**config.mk**
```make
export PLATFORM = sky130hd
export DESIGN_NAME = fetch_unit_flat
export DESIGN_NICKNAME = d
export VERILOG_FILES = /design/src/rtl/fetch_unit_if.sv /design/src/rtl/fetch_unit.sv /design/src/flat_wrapper.sv
export SDC_FILE = /design/constraint.sdc
export NUM_CORES = 1
export LEC_CHECK = 0
export ABC_AREA = 1
export BUFFER_PORTS_ARGS = -buffer_cell sky130_fd_sc_hd__buf_2
export CAP_MARGIN = 20
export CORE_MARGIN = 3
export CORE_UTILIZATION = 45
export DETAILED_ROUTE_END_ITERATION = 7
export GPL_TIMING_DRIVEN = 0
export HOLD_SLACK_MARGIN = 0.12
export PLACE_DENSITY = 0.66
export SYNTH_ARGS = -nofsm -noshare
export SYNTH_HDL_FRONTEND = slang
export SYNTH_SLANG_ARGS = --single-unit
```
**constraint.sdc**
```tcl
create_clock -name clk -period 4.87 [get_ports clk]
set_clock_uncertainty 0.15 [all_clocks]
set_input_delay 0.2435 -clock clk [delete_from_list [all_inputs] [get_ports clk]]
set_output_delay 0.2435 -clock clk [all_outputs]
set_load 0.03 [all_outputs]
```
**src/rtl/fetch_unit_if.sv**
```systemverilog
// fetch_unit_if: fetch-to-decode valid/ready bundle.
// master = fetch side, slave = decode side.
interface fetch_unit_if;
  logic        dec_valid;
  logic        dec_ready;
  logic [31:0] dec_inst;
  logic [31:0] dec_pc;
  logic        dec_pred_taken;

  modport master (
    output dec_valid,
    output dec_inst,
    output dec_pc,
    output dec_pred_taken,
    input  dec_ready
  );

  modport slave (
    input  dec_valid,
    input  dec_inst,
    input  dec_pc,
    input  dec_pred_taken,
    output dec_ready
  );
endinterface

```
**src/rtl/fetch_unit.sv**
```systemverilog
// fetch_unit: PC, imem read port and instruction queue to decode.
// Optional JAL predecode enabled by FETCH_JAL_PREDECODE_EN.
module fetch_unit #(
  parameter logic [31:0] RESET_PC = 32'h0000_0000,
  parameter int unsigned QDEPTH   = 4
) (
  input  logic                      clk,
  input  logic                      rst,
  output logic [31:0]               imem_addr,
  input  logic [31:0]               imem_inst,
  input  logic                      redirect_valid,
  input  logic [31:0]               redirect_pc,
  fetch_unit_if.master              dec,
  output logic [$clog2(QDEPTH):0]   q_count
);

  localparam int unsigned AW = $clog2(QDEPTH);
  localparam int unsigned CW = AW + 1;
  localparam logic [31:0] NOP = 32'h0000_0013;
  localparam logic [CW-1:0] FULL = CW'(QDEPTH);

  logic [31:0]   pc_q, pc_d;
  logic [AW-1:0] rd_ptr_q, rd_ptr_d;
  logic [AW-1:0] wr_ptr_q, wr_ptr_d;
  logic [CW-1:0] cnt_q, cnt_d;

  logic [31:0]   ent_inst_q [QDEPTH];
  logic [31:0]   ent_pc_q   [QDEPTH];
  logic          ent_pred_q [QDEPTH];

  logic [31:0]   last_inst_q, last_inst_d;
  logic [31:0]   last_pc_q, last_pc_d;
  logic          last_pred_q, last_pred_d;

  logic [31:0]   next_pc;
  logic          pred;
  logic          empty;
  logic          push;
  logic          pop;

`ifdef FETCH_JAL_PREDECODE_EN
  logic [31:0] jal_off;

  always_comb begin
    jal_off = {{11{imem_inst[31]}},
               imem_inst[31],
               imem_inst[19:12],
               imem_inst[20],
               imem_inst[30:21],
               1'b0};
    pred    = imem_inst[6:0] == 7'b1101111;
    next_pc = pred ? pc_q + jal_off
                   : pc_q + 32'd4;
  end
`else
  always_comb begin
    pred    = 1'b0;
    next_pc = pc_q + 32'd4;
  end
`endif

  assign imem_addr = pc_q;
  assign q_count   = cnt_q;
  assign empty     = cnt_q == '0;

  // Empty queue shows the last popped entry, not stale slots.
  assign dec.dec_valid = ~empty & ~redirect_valid;
  assign dec.dec_inst  = empty ? last_inst_q
                               : ent_inst_q[rd_ptr_q];
  assign dec.dec_pc    = empty ? last_pc_q
                               : ent_pc_q[rd_ptr_q];
  assign dec.dec_pred_taken = empty ? last_pred_q
                                    : ent_pred_q[rd_ptr_q];

  assign pop  = dec.dec_valid & dec.dec_ready;
  assign push = ~redirect_valid & ((cnt_q != FULL) | pop);

  always_comb begin
    pc_d        = pc_q;
    rd_ptr_d    = rd_ptr_q;
    wr_ptr_d    = wr_ptr_q;
    cnt_d       = cnt_q;
    last_inst_d = last_inst_q;
    last_pc_d   = last_pc_q;
    last_pred_d = last_pred_q;
    unique case (1'b1)
      redirect_valid: begin
        cnt_d    = '0;
        rd_ptr_d = '0;
        wr_ptr_d = '0;
        pc_d     = {redirect_pc[31:2], 2'b00};
      end
      default: begin
        if (push) begin
          wr_ptr_d = wr_ptr_q + AW'(1);
          pc_d     = next_pc;
        end
        if (pop) begin
          rd_ptr_d    = rd_ptr_q + AW'(1);
          last_inst_d = ent_inst_q[rd_ptr_q];
          last_pc_d   = ent_pc_q[rd_ptr_q];
          last_pred_d = ent_pred_q[rd_ptr_q];
        end
        cnt_d = cnt_q + CW'(push) - CW'(pop);
      end
    endcase
  end

  always_ff @(posedge clk) begin
    if (rst) begin
      pc_q        <= RESET_PC;
      rd_ptr_q    <= '0;
      wr_ptr_q    <= '0;
      cnt_q       <= '0;
      last_inst_q <= NOP;
      last_pc_q   <= '0;
      last_pred_q <= 1'b0;
    end else begin
      pc_q        <= pc_d;
      rd_ptr_q    <= rd_ptr_d;
      wr_ptr_q    <= wr_ptr_d;
      cnt_q       <= cnt_d;
      last_inst_q <= last_inst_d;
      last_pc_q   <= last_pc_d;
      last_pred_q <= last_pred_d;
    end
  end

  always_ff @(posedge clk) begin
    if (push & ~rst) begin
      ent_inst_q[wr_ptr_q] <= imem_inst;
      ent_pc_q[wr_ptr_q]   <= pc_q;
      ent_pred_q[wr_ptr_q] <= pred;
    end
  end

endmodule

```
**src/flat_wrapper.sv**
```systemverilog
// flat-port wrapper written by rule: the top's interface ports become plain ports
module fetch_unit_flat 
#(
  parameter logic [31:0] RESET_PC = 32'h0000_0000,
  parameter int unsigned QDEPTH   = 4
)
  (clk, rst, imem_addr, imem_inst, redirect_valid, redirect_pc, q_count, dec_dec_valid, dec_dec_inst, dec_dec_pc, dec_dec_pred_taken, dec_dec_ready);
  fetch_unit_if dec_i ();
  input  logic clk;
  input  logic rst;
  output logic [31:0] imem_addr;
  input  logic [31:0] imem_inst;
  input  logic redirect_valid;
  input  logic [31:0] redirect_pc;
  output logic [$clog2(QDEPTH):0] q_count;
  output wire logic [$bits(dec_i.dec_valid)-1:0] dec_dec_valid;
  output wire logic [$bits(dec_i.dec_inst)-1:0] dec_dec_inst;
  output wire logic [$bits(dec_i.dec_pc)-1:0] dec_dec_pc;
  output wire logic [$bits(dec_i.dec_pred_taken)-1:0] dec_dec_pred_taken;
  input wire logic [$bits(dec_i.dec_ready)-1:0] dec_dec_ready;
  assign dec_dec_valid = dec_i.dec_valid;
  assign dec_dec_inst = dec_i.dec_inst;
  assign dec_dec_pc = dec_i.dec_pc;
  assign dec_dec_pred_taken = dec_i.dec_pred_taken;
  assign dec_i.dec_ready = dec_dec_ready;
  fetch_unit #(.RESET_PC(RESET_PC), .QDEPTH(QDEPTH)) u_core (.clk(clk), .rst(rst), .imem_addr(imem_addr), .imem_inst(imem_inst), .redirect_valid(redirect_valid), .redirect_pc(redirect_pc), .dec(dec_i), .q_count(q_count));
endmodule
```
**Word level (Yosys, flattened, before mapping)**

Memory sizes are Yosys's and may differ from the RTL's. A register that Yosys moved wholly into a read port is not among the register bits.
Cells that the tools add are included.

- Register bits after elaboration: 104
- Latch bits: 0
- RAM bits: 256
- Memory bits (read-only): 0
- Bits of input ports: 68
- Output and inout bits: 101
- Word-level logic and storage cells: 39
- Memories: 2

Memories:

| memory | depth | bits a word | rd ports | clocked after memory_dff | write ports | line | source |
|---|---|---|---|---|---|---|---|
| u_core.ent_inst_q | 4 | 32 | 1 | 1 | 1 | fetch_unit.sv:27 | `logic [31:0] ent_inst_q [QDEPTH];` |
| u_core.ent_pc_q | 4 | 32 | 1 | 1 | 1 | fetch_unit.sv:28 | `logic [31:0] ent_pc_q [QDEPTH];` |

- Add/subtract/negate cells: 5
- Multiply operators: 0
- Div/mod/pow operators: 0
- $lt $le $gt $ge: 0
- Equality and inequality tests: 1
- Shift operators: 0
- Muxes and demuxes: 11
- Bitwise logic cells: 8
- Reduce and logical (&&, ||, !) cells: 4

Operators with widths:

| cell | count |
|---|---|
| 32-bit 2-to-1 mux | 4 |
| 32-bit by 3-bit adder with 32-bit output, second input constant | 1 |
| 2-bit 2-to-1 mux | 4 |
| 2-bit by 1-bit adder with 2-bit output, second input constant | 2 |
| 1-bit AND | 4 |
| 3-bit by 1-bit adder with 3-bit output | 1 |
| 3-bit zero test | 1 |
| 1-bit 2-to-1 mux | 3 |
| 3-bit != test, second input constant | 1 |
| 1-bit inverter | 3 |
| 3-bit by 1-bit subtractor with 3-bit output | 1 |
| 2-bit AND reduction | 1 |
| 2-bit nonzero test | 1 |
| 2-bit OR reduction | 1 |
| 1-bit OR | 1 |

**Longest topological paths before layout**

Gate-level depths: netlist (run 1).

- Word-level depth: 9
- Gate-level depth with buffers: 11
- Gate-level depth less buffers: 10

**Worst setup path after synthesis (run 1)**

No wires, ideal clock.

- Kind: reg-to-reg
- Start: reg u_core.cnt_q[1], in the netlist u_core.q_count[1]
- End: mem u_core.ent_inst_q[0][0], enable pin
- Library setup time: 0.482 ns
- Arrival: 3.895 ns
- Required time: 4.238 ns
- Setup slack: 0.342 ns
- Stages on the path, launching flop included: 5
- Path buffers: 0
- Path through: dfxtp_1 nor2_1 a31oi_2 nand2_1 nor2_1

- Word-level cells in the longest chain between the ends: 9
- Elaborated cells on any way between the ends: 10
- Classes of those cells: 1 x eq/ne; 2 x mux; 6 x bitwise; 1 x reduce/logical

RTL lines:

| what | line | source |
|---|---|---|
| from (decl) | fetch_unit.sv:25 | `logic [CW-1:0] cnt_q, cnt_d;` |
| from (signal assigned) | fetch_unit.sv:122 | `cnt_q <= cnt_d;` |
| 3-bit zero test | fetch_unit.sv:64 | `assign empty = cnt_q == '0;` |
| 1-bit inverter | fetch_unit.sv:67 | `assign dec.dec_valid = ~empty & ~redirect_valid;` |
| 1-bit AND | fetch_unit.sv:67 |  |
| 1-bit AND | fetch_unit.sv:75 | `assign pop = dec.dec_valid & dec.dec_ready;` |
| 1-bit OR (*) | fetch_unit.sv:76 | `assign push = ~redirect_valid & ((cnt_q != FULL) \| pop);` |
| 1-bit AND (*) | fetch_unit.sv:76 |  |
| 1-bit AND (*) | fetch_unit.sv:130 | `if (push & ~rst) begin` |
| 1-bit 2-to-1 mux (*) | fetch_unit.sv:130 |  |
| 1-bit 2-to-1 mux (implied by the code) (*) | fetch_unit.sv:131 | `ent_inst_q[wr_ptr_q] <= imem_inst;` |
| to (decl) | fetch_unit.sv:27 |  |

Mark *: on every way between the ends. The rest lies on a longest branch, timed or not.

**Worst setup path after layout (run 1)**

- Start: reg u_core.cnt_q[2], in the netlist u_core.q_count[2]
- End: reg u_core.cnt_q[2], in the netlist u_core.q_count[2]

- Word-level cells in the longest chain between the ends: 8
- Elaborated cells on any way between the ends: 9
- Classes of those cells: 2 x add/sub; 1 x eq/ne; 5 x bitwise; 1 x reduce/logical

RTL lines:

| what | line | source |
|---|---|---|
| 3-bit zero test | fetch_unit.sv:64 |  |
| 1-bit inverter | fetch_unit.sv:67 |  |
| 1-bit AND | fetch_unit.sv:67 |  |
| 1-bit AND | fetch_unit.sv:75 |  |
| 1-bit OR | fetch_unit.sv:76 |  |
| 1-bit AND | fetch_unit.sv:76 |  |
| 3-bit by 1-bit adder with 3-bit output | fetch_unit.sv:104 | `cnt_d = cnt_q + CW'(push) - CW'(pop);` |
| 3-bit by 1-bit subtractor with 3-bit output (*) | fetch_unit.sv:104 |  |

Marks and branches as above.
A chain may end at the register's enable or synchronous reset.

==> flow_metrics.env, run 1 <==
export IMPL_antenna_found_initial=0
export IMPL_clk_pin_slew_ps=60
export IMPL_instances_no_fill=2067
export IMPL_clk_latency_ps=520
export IMPL_p_clk_frac=0.409
export IMPL_hold_viol=0
export IMPL_seqPwrFrac=0.483
export IMPL_gp_congestion=0.940
export IMPL_relSlewSlack=0.399
export IMPL_cts_inserted_buffers=37
export IMPL_finalCriticalPeriod_ps=3290
export IMPL_via_per_inst=5.57
export IMPL_grt_pass1_vias=11000
export IMPL_cts_tree="done"
export IMPL_rows=64
export IMPL_post_route_util=0.574
export IMPL_grt_max_degree=29
export IMPL_cp_data_arrival_time_ps=3590
export IMPL_slowest_delay_ps=640
export IMPL_htreeDepth=2
export IMPL_maxCapViolations=0
export IMPL_place_inst=1931
export IMPL_ys_seq_area_frac=0.661
export IMPL_core_area_mm2=0.0310
export IMPL_hold_path_class="primary input to flop"
export IMPL_die_area_mm2=0.0340
export IMPL_start_kind="flop"
export IMPL_synthCells=1361
export IMPL_slew_violations=0
export IMPL_setup_viol=0
export IMPL_rr_worst_depth=10
export IMPL_boundaryPins=169
export IMPL_r2r_start="u_core.q_count[2]"
export IMPL_setup_slack_ps=1580
export IMPL_cp_cell_sequence="nor3_4, nor2_2, nand2_2, buf_2, xor2_1, ha_1, inv_1, fa_1, or2_2, a21oi_1"
export IMPL_setup_tns_ps=0
export IMPL_clock_path_buffers=3
export IMPL_layout_nets=1717
export IMPL_max_freq_ghz=0.304
export IMPL_critical_path_slowest_cell="nor3_4"
export IMPL_vias=11500
export IMPL_powerDensity_mw_per_mm2=388
export IMPL_grt_ovfl_total=0
export IMPL_syn_area_mm2=0.0143
export IMPL_path_buf_inv=2
export IMPL_drtAntennaViolNets=0
export IMPL_peakVddDrop_uv=221
export IMPL_hold_ws_ps=208
export IMPL_required_ps=5170
export IMPL_wl_per_cell_um=19.9
export IMPL_die_h_um=184
export IMPL_reg2reg_to="u_core.q_count[2]"
export IMPL_intPower_mw=5.19
export IMPL_synth_edf_count=248
export IMPL_start_util=0.462
export IMPL_p_sw_mw=1.72
export IMPL_clkSinkCount=349
export IMPL_power_frac_comb=0.108
export IMPL_postPlaceCellArea_mm2=0.0159
export IMPL_yosysWarningCount=0
export IMPL_die_w_um=184
export IMPL_ys_types=38
export IMPL_io_buffer_count=161
export IMPL_outcome="finished clean"
export IMPL_synth_top_cells_by_area="edfxtp_1 (52%), dfxtp_1 (14%), nand2_1 (7.7%)"
export IMPL_design_area_mm2=0.0178
export IMPL_p_leak_nw=6.66
export IMPL_drt_iter0_drc=1151
export IMPL_yosysTopAreaCell="edfxtp_1"
export IMPL_drive_above_1_share=0.159
export IMPL_p_total_mw=6.91
export IMPL_pre_cts_ws_ps=1640
export IMPL_synthFlopType="edfxtp_1"
export IMPL_hpwl_um=27600
export IMPL_reg2reg_slack_ps=1580
export IMPL_critPathMaxFanout=10
export IMPL_crit_type="flop to flop"
export IMPL_fin_crit_sh=0.676
export IMPL_endpoint_kind="flop"
export IMPL_crit_cells=10
export IMPL_drc=0
export IMPL_area_growth_pct=24.3
export IMPL_synth_largest_type_area_fraction=0.520
export IMPL_firstDrtPassIters=5
export IMPL_swShare=0.249
export IMPL_rsz0062_at_grt="false"
export IMPL_root_buffer="clkbuf_16"
export IMPL_grt_pass1_wl_um=62300
export IMPL_synth_seq_cells=349
export IMPL_critical_path_top_delay_family="simple AND/OR/NAND/NOR gates"
export IMPL_grt_util_all_layers=0.238
export IMPL_crit_start="u_core.q_count[2]"
export IMPL_diodes=0
export IMPL_drt_wl_total_um=41100
export IMPL_endpoint="u_core.q_count[2]"
export IMPL_worstMarginPinSlew_ps=899
export IMPL_syn_avg_cell_area_um2=10.5
export IMPL_synthArstFlopShare=0
[cells in the mapped netlist (2+ instances only)]
library cell and number:
nand2_1 292, edfxtp_1 248, o21ai_0 172, a21oi_1 112, nor2_1 106, dfxtp_1 101, inv_1 67, clkbuf_1 61
a32o_1 34, nand3_1 33, o22ai_1 29, a22oi_1 13, buf_2 13, o21ai_1 12, a31oi_1 8, xor2_1 7
ha_1 6, xnor2_1 6, buf_4 5, buf_6 4, o21bai_1 4, clkinv_1 3, nand4_1 3, or2_2 3
buf_1 2, clkbuf_2 2, inv_2 2, nand3b_1 2, o221ai_1 2
[flip-flops by register name (all words and copies together) (netlist names), named ones only]
| register | flops |
|---|---|
| u_core.rd_ptr_q | 2 |
| u_core.ent_inst_q | 128 |
| u_core.last_inst_q | 32 |
| u_core.ent_pc_q | 120 |
| u_core.last_pc_q | 30 |
| u_core.imem_addr | 30 |
| u_core.q_count | 3 |
| u_core.wr_ptr_q | 2 |
[placed cells by master (no fill, tap or decap), types with 29 or more instances in the layout]
cell,Yosys,routed
clkbuf_16,0,39
edfxtp_1,248,248
buf_2,13,174
dlygate4sd3_1,0,68
nand2_1,292,292
clkbuf_1,61,68
nand3_1,33,33
a21oi_1,112,112
o22ai_1,29,29
inv_1,67,67
nor2_1,106,102
dfxtp_1,101,101
o21ai_0,172,172
a32o_1,34,34
[worst min-delay path, cell delays in order]
cell	delay [ps]
buf_2	130
inv_1	70
nand4_1	110
inv_1	70
nand2_1	60
nand3_1	70
nand2_1	60
inv_1	30
[how the worst min path moves through the flow]
stage | depth (start not counted) | from | endpoint
after floorplan | 0 | imem_inst[0] | u_core.ent_inst_q[0][0]
after global placement | 2 | u_core.last_inst_q[30] | u_core.last_inst_q[30]
after detailed placement | 2 | u_core.last_inst_q[18] | u_core.last_inst_q[18]
after CTS | 8 | dec_dec_ready | u_core.imem_addr[14]
after global routing | 4 | dec_dec_ready | u_core.last_inst_q[31]
final | 8 | dec_dec_ready | u_core.imem_addr[14]
[power groups by stage]
stage	Sequential (mW)	Clock [mW]	Combinational (mW)
2_1_floorplan	3.41	0	0.402
3_3_place_gp	3.40	0	0.672
3_5_place_dp	3.40	0	0.696
4_1_cts	3.34	2.86	0.742
5_1_grt	3.34	2.99	0.801
6_report	3.34	2.83	0.745
[layer usage]
metal | global-route usage | part of all wire | up-vias
li1 | - | - | 5366
met1 | 0.324 | 0.42 | 5533
met2 | 0.396 | 0.48 | 550
met3 | 0.0412 | 0.080 | 66
met4 | 0.0662 | 0.022 | 0
met5 | 0 | 0 | -
[cell type report]
| class | instances | area, um^2 |
|---|---|---|
| tap | 396 | 495 |
| multi-input combinational | 857 | 4230 |
| clock buffer | 46 | 1000 |
| timing repair buffer | 238 | 1700 |
| fill | 2599 | 13200 |
| sequential | 349 | 9470 |
| clock inverter | 22 | 239 |
| buffer | 87 | 394 |
| inverter | 72 | 270 |
[kinds of logic (layout without fill, tap and decap cells)]
family / Yosys count / after routing / synth area share
AND/OR/NAND/NOR: 444 / 444 / 0.122
AO/OA/AOI/OAI: 388 / 388 / 0.155
flip-flops: 349 / 349 / 0.661
buffers and inverters: 159 / 465 / 0.0464
XOR/XNOR: 13 / 13 / 0.00795
adder cells (fa/ha/maj): 7 / 7 / 0.00664
other: 1 / 5 / 0.000262
[what timing repair did]
action / 4_1_cts / 5_1_grt
buffers inserted: 0 / 0
gates resized for setup: 0 / 0
hold buffers: 68 / 0
endpoints found under the hold margin: 167 / 0
Note: power is estimated with default switching activity, not from simulation.
==> run 2, diff against run 1 <==
- ABC_AREA: 1 -> 0
- clock period: 4.87 -> 3.15 ns (I/O delays scaled with it)
==> flow_metrics.env, run 2 <==
export IMPL_outcome="finished clean"
export IMPL_rr_worst_depth=6
export IMPL_final_common_cell="edfxtp_1"
export IMPL_hold_path_class="primary input to flop"
export IMPL_cp_cell_sequence="nand2_4, or4_1, clkbuf_2, or4_1, a311oi_1, dlygate4sd3_1"
export IMPL_critical_path_top_delay_family="simple AND/OR/NAND/NOR gates"
export IMPL_grt_ovfl_total=0
export IMPL_crit_path_frequent_cell="or4_1"
export IMPL_boundaryPins=169
export IMPL_setup_viol=0
export IMPL_gp_congestion=0.868
export IMPL_place_inst=1538
export IMPL_synthMuxAreaShare=0.148
export IMPL_drive_above_1_share=0.312
export IMPL_firstDrtPassIters=5
export IMPL_wl_per_cell_um=21.0
export IMPL_synthTopCellsByCount="edfxtp_1 (248), nand2_1 (140), dfxtp_1 (101), a21oi_1 (66)"
export IMPL_clk_pin_slew_ps=60
export IMPL_ys_seq_area_frac=0.662
export IMPL_endpoint_kind="flop"
export IMPL_r2r_start="u_core.imem_addr[8]"
export IMPL_start_util=0.461
export IMPL_start_kind="flop"
export IMPL_yosysWarningCount=0
export IMPL_maxCapViolations=0
export IMPL_reg2reg_slack_ps=110
export IMPL_grt_pass1_wl_um=54500
export IMPL_design_area_mm2=0.0178
export IMPL_relSlewSlack=0.286
export IMPL_register_area_mm2=0.00948
export IMPL_area_growth_pct=24.4
export IMPL_fin_crit_sh=0.964
export IMPL_final_cell_mix="edfxtp_1 (248), buf_2 (163), nand2_1 (140)"
export IMPL_postPlaceCellArea_mm2=0.0157
export IMPL_drc=0
export IMPL_crit_cells=6
export IMPL_reg2reg_to="u_core.imem_addr[21]"
export IMPL_synth_top_cells_by_area="edfxtp_1 (52%), dfxtp_1 (14%), mux4_2 (9.8%)"
export IMPL_p_total_mw=10.8
export IMPL_worstMarginPinSlew_ps=1060
export IMPL_p_leak_nw=6.28
export IMPL_yosysTopAreaCell="edfxtp_1"
export IMPL_crit_type="flop to flop"
export IMPL_syn_area_mm2=0.0143
export IMPL_hold_viol=0
export IMPL_synth_largest_type_area_fraction=0.521
export IMPL_ys_types=72
export IMPL_die_h_um=184
export IMPL_yosys_area_share_adder=0.00665
export IMPL_yosysMostFrequentCell="edfxtp_1"
export IMPL_slew_violations=0
export IMPL_nFillCells=2423
export IMPL_core_area_mm2=0.0310
export IMPL_cts_tree="done"
export IMPL_synth_top_family_by_area="multiplexers"
export IMPL_drt_iter0_drc=576
export IMPL_synthFlopType="edfxtp_1"
export IMPL_htreeDepth=2
export IMPL_critPathMaxFanout=11
export IMPL_grt_max_degree=38
export IMPL_slowest_delay_ps=660
export IMPL_clock_path_buffers=3
export IMPL_crit_start="u_core.imem_addr[8]"
export IMPL_synthCells=974
export IMPL_grt_pass1_vias=9499
export IMPL_synthArstFlopShare=0
export IMPL_top_regs="u_core.ent_inst_q x128, u_core.ent_pc_q x120, u_core.last_inst_q x32"
export IMPL_die_area_mm2=0.0339
export IMPL_root_buffer="clkbuf_16"
export IMPL_critical_path_slowest_cell="dfxtp_1"
export IMPL_path_buf_inv=2
export IMPL_peakVddDrop_uv=308
export IMPL_via_per_inst=5.51
export IMPL_rsz0062_at_grt="false"
export IMPL_synth_seq_cells=349
export IMPL_max_freq_ghz=0.329
export IMPL_hpwl_um=23200
export IMPL_finalCriticalPeriod_ps=3040
export IMPL_powerDensity_mw_per_mm2=606
export IMPL_largest_register_ffs=128
export IMPL_instances_no_fill=1680
export IMPL_vias=9252
export IMPL_syn_avg_cell_area_um2=14.7
export IMPL_drtAntennaViolNets=0
export IMPL_cp_data_arrival_time_ps=3340
export IMPL_rows=64
export IMPL_synth_edf_count=248
export IMPL_multi_input_area_mm2=0.00450
export IMPL_synthXorXnorAreaFrac=0.00796
export IMPL_clkSinkCount=349
export IMPL_synthSimpleGateAreaFrac=0.0899
export IMPL_cts_inserted_buffers=38
export IMPL_die_w_um=184
export IMPL_synth_compound_area_frac=0.0599
export IMPL_largest_register="u_core.ent_inst_q"
export IMPL_clk_latency_ps=510
export IMPL_io_buffer_count=160
export IMPL_layout_nets=1330
export IMPL_grt_util_all_layers=0.209
export IMPL_endpoint="u_core.imem_addr[21]"
export IMPL_diodes=0
export IMPL_antenna_found_initial=0
export IMPL_drt_wl_total_um=35200
export IMPL_required_ps=3450
-- run 2: worst register-to-register path: stages, from the launching register on --
cell,delay (ps)
dfxtp_1,660
nand2_4,140
or4_1,540
clkbuf_2,160
or4_1,460
a311oi_1,290
dlygate4sd3_1,590
-- run 2: where the power goes --
part	internal, mW	total, mW	switching (mW)
clock network	2.79	4.55	1.75
logic	0.417	1.08	0.660
registers	5.05	5.16	0.112
total	8.26	10.8	2.53
-- run 2: metrics by stage --
stage	hold WS (ps)	utilization	TNS [ps]	setup slack [ps]
CTS	147	0.573	0	16.0
global route	254	0.574	0	6.11
floorplan	106	-	0	348
finish	191	0.574	0	115
detailed placement	226	0.507	-84.4	-84.4
global placement	222	0.504	-124650	-561
-- run 2: how the worst min path moves through the flow --
| stage | start | endpoint | depth (start not counted) |
|---|---|---|---|
| 6_report | redirect_valid | u_core.imem_addr[27] | 4 |
| 2_1_floorplan | imem_inst[0] | u_core.ent_inst_q[0][0] | 0 |
| 3_5_place_dp | imem_inst[8] | u_core.ent_inst_q[1][8] | 1 |
| 3_3_place_gp | imem_inst[1] | u_core.ent_inst_q[1][1] | 1 |
| 5_1_grt | redirect_valid | u_core.imem_addr[20] | 4 |
| 4_1_cts | redirect_valid | u_core.imem_addr[27] | 4 |
-- run 2: area by class of cell --
class                      instances  share of cell area
sequential                       349               0.533
multi-input combinational        553               0.253
timing repair buffer             238              0.0920
clock buffer                      54              0.0625
tap                              396              0.0279
buffer                            64              0.0192
clock inverter                    15              0.0103
inverter                          11             0.00232
-- run 2: per-layer routing --
| layer | up-vias | wire length, um | GRT usage | part of all wire |
|---|---|---|---|---|
| li1 | 4298 | - | - | - |
| met1 | 4588 | 15000 | 0.281 | 0.43 |
| met3 | 59 | 2060 | 0.0365 | 0.059 |
| met4 | 0 | 874 | 0.0596 | 0.025 |
| met5 | - | 0 | 0 | 0 |
| met2 | 307 | 17300 | 0.353 | 0.49 |
-- run 2: cell families (layout without fill, tap and decap cells) --
| family | count (synthesis) | count (layout) |
|---|---|---|
| simple gates | 268 | 268 |
| xor+xnor | 13 | 13 |
| compound gates | 134 | 134 |
| fa+ha+maj | 7 | 7 |
| buf+inv | 76 | 382 |
| other cells | 1 | 5 |
| flops | 349 | 349 |
| mux | 126 | 126 |
-- run 2: what timing repair did --
item / 4_1_cts / 5_1_grt
hold endpoints to repair: 163 / 0
setup endpoints to repair: 56 / 135
hold buffers: 74 / 0
gates resized for setup: 7 / 19
buffers inserted: 0 / 0
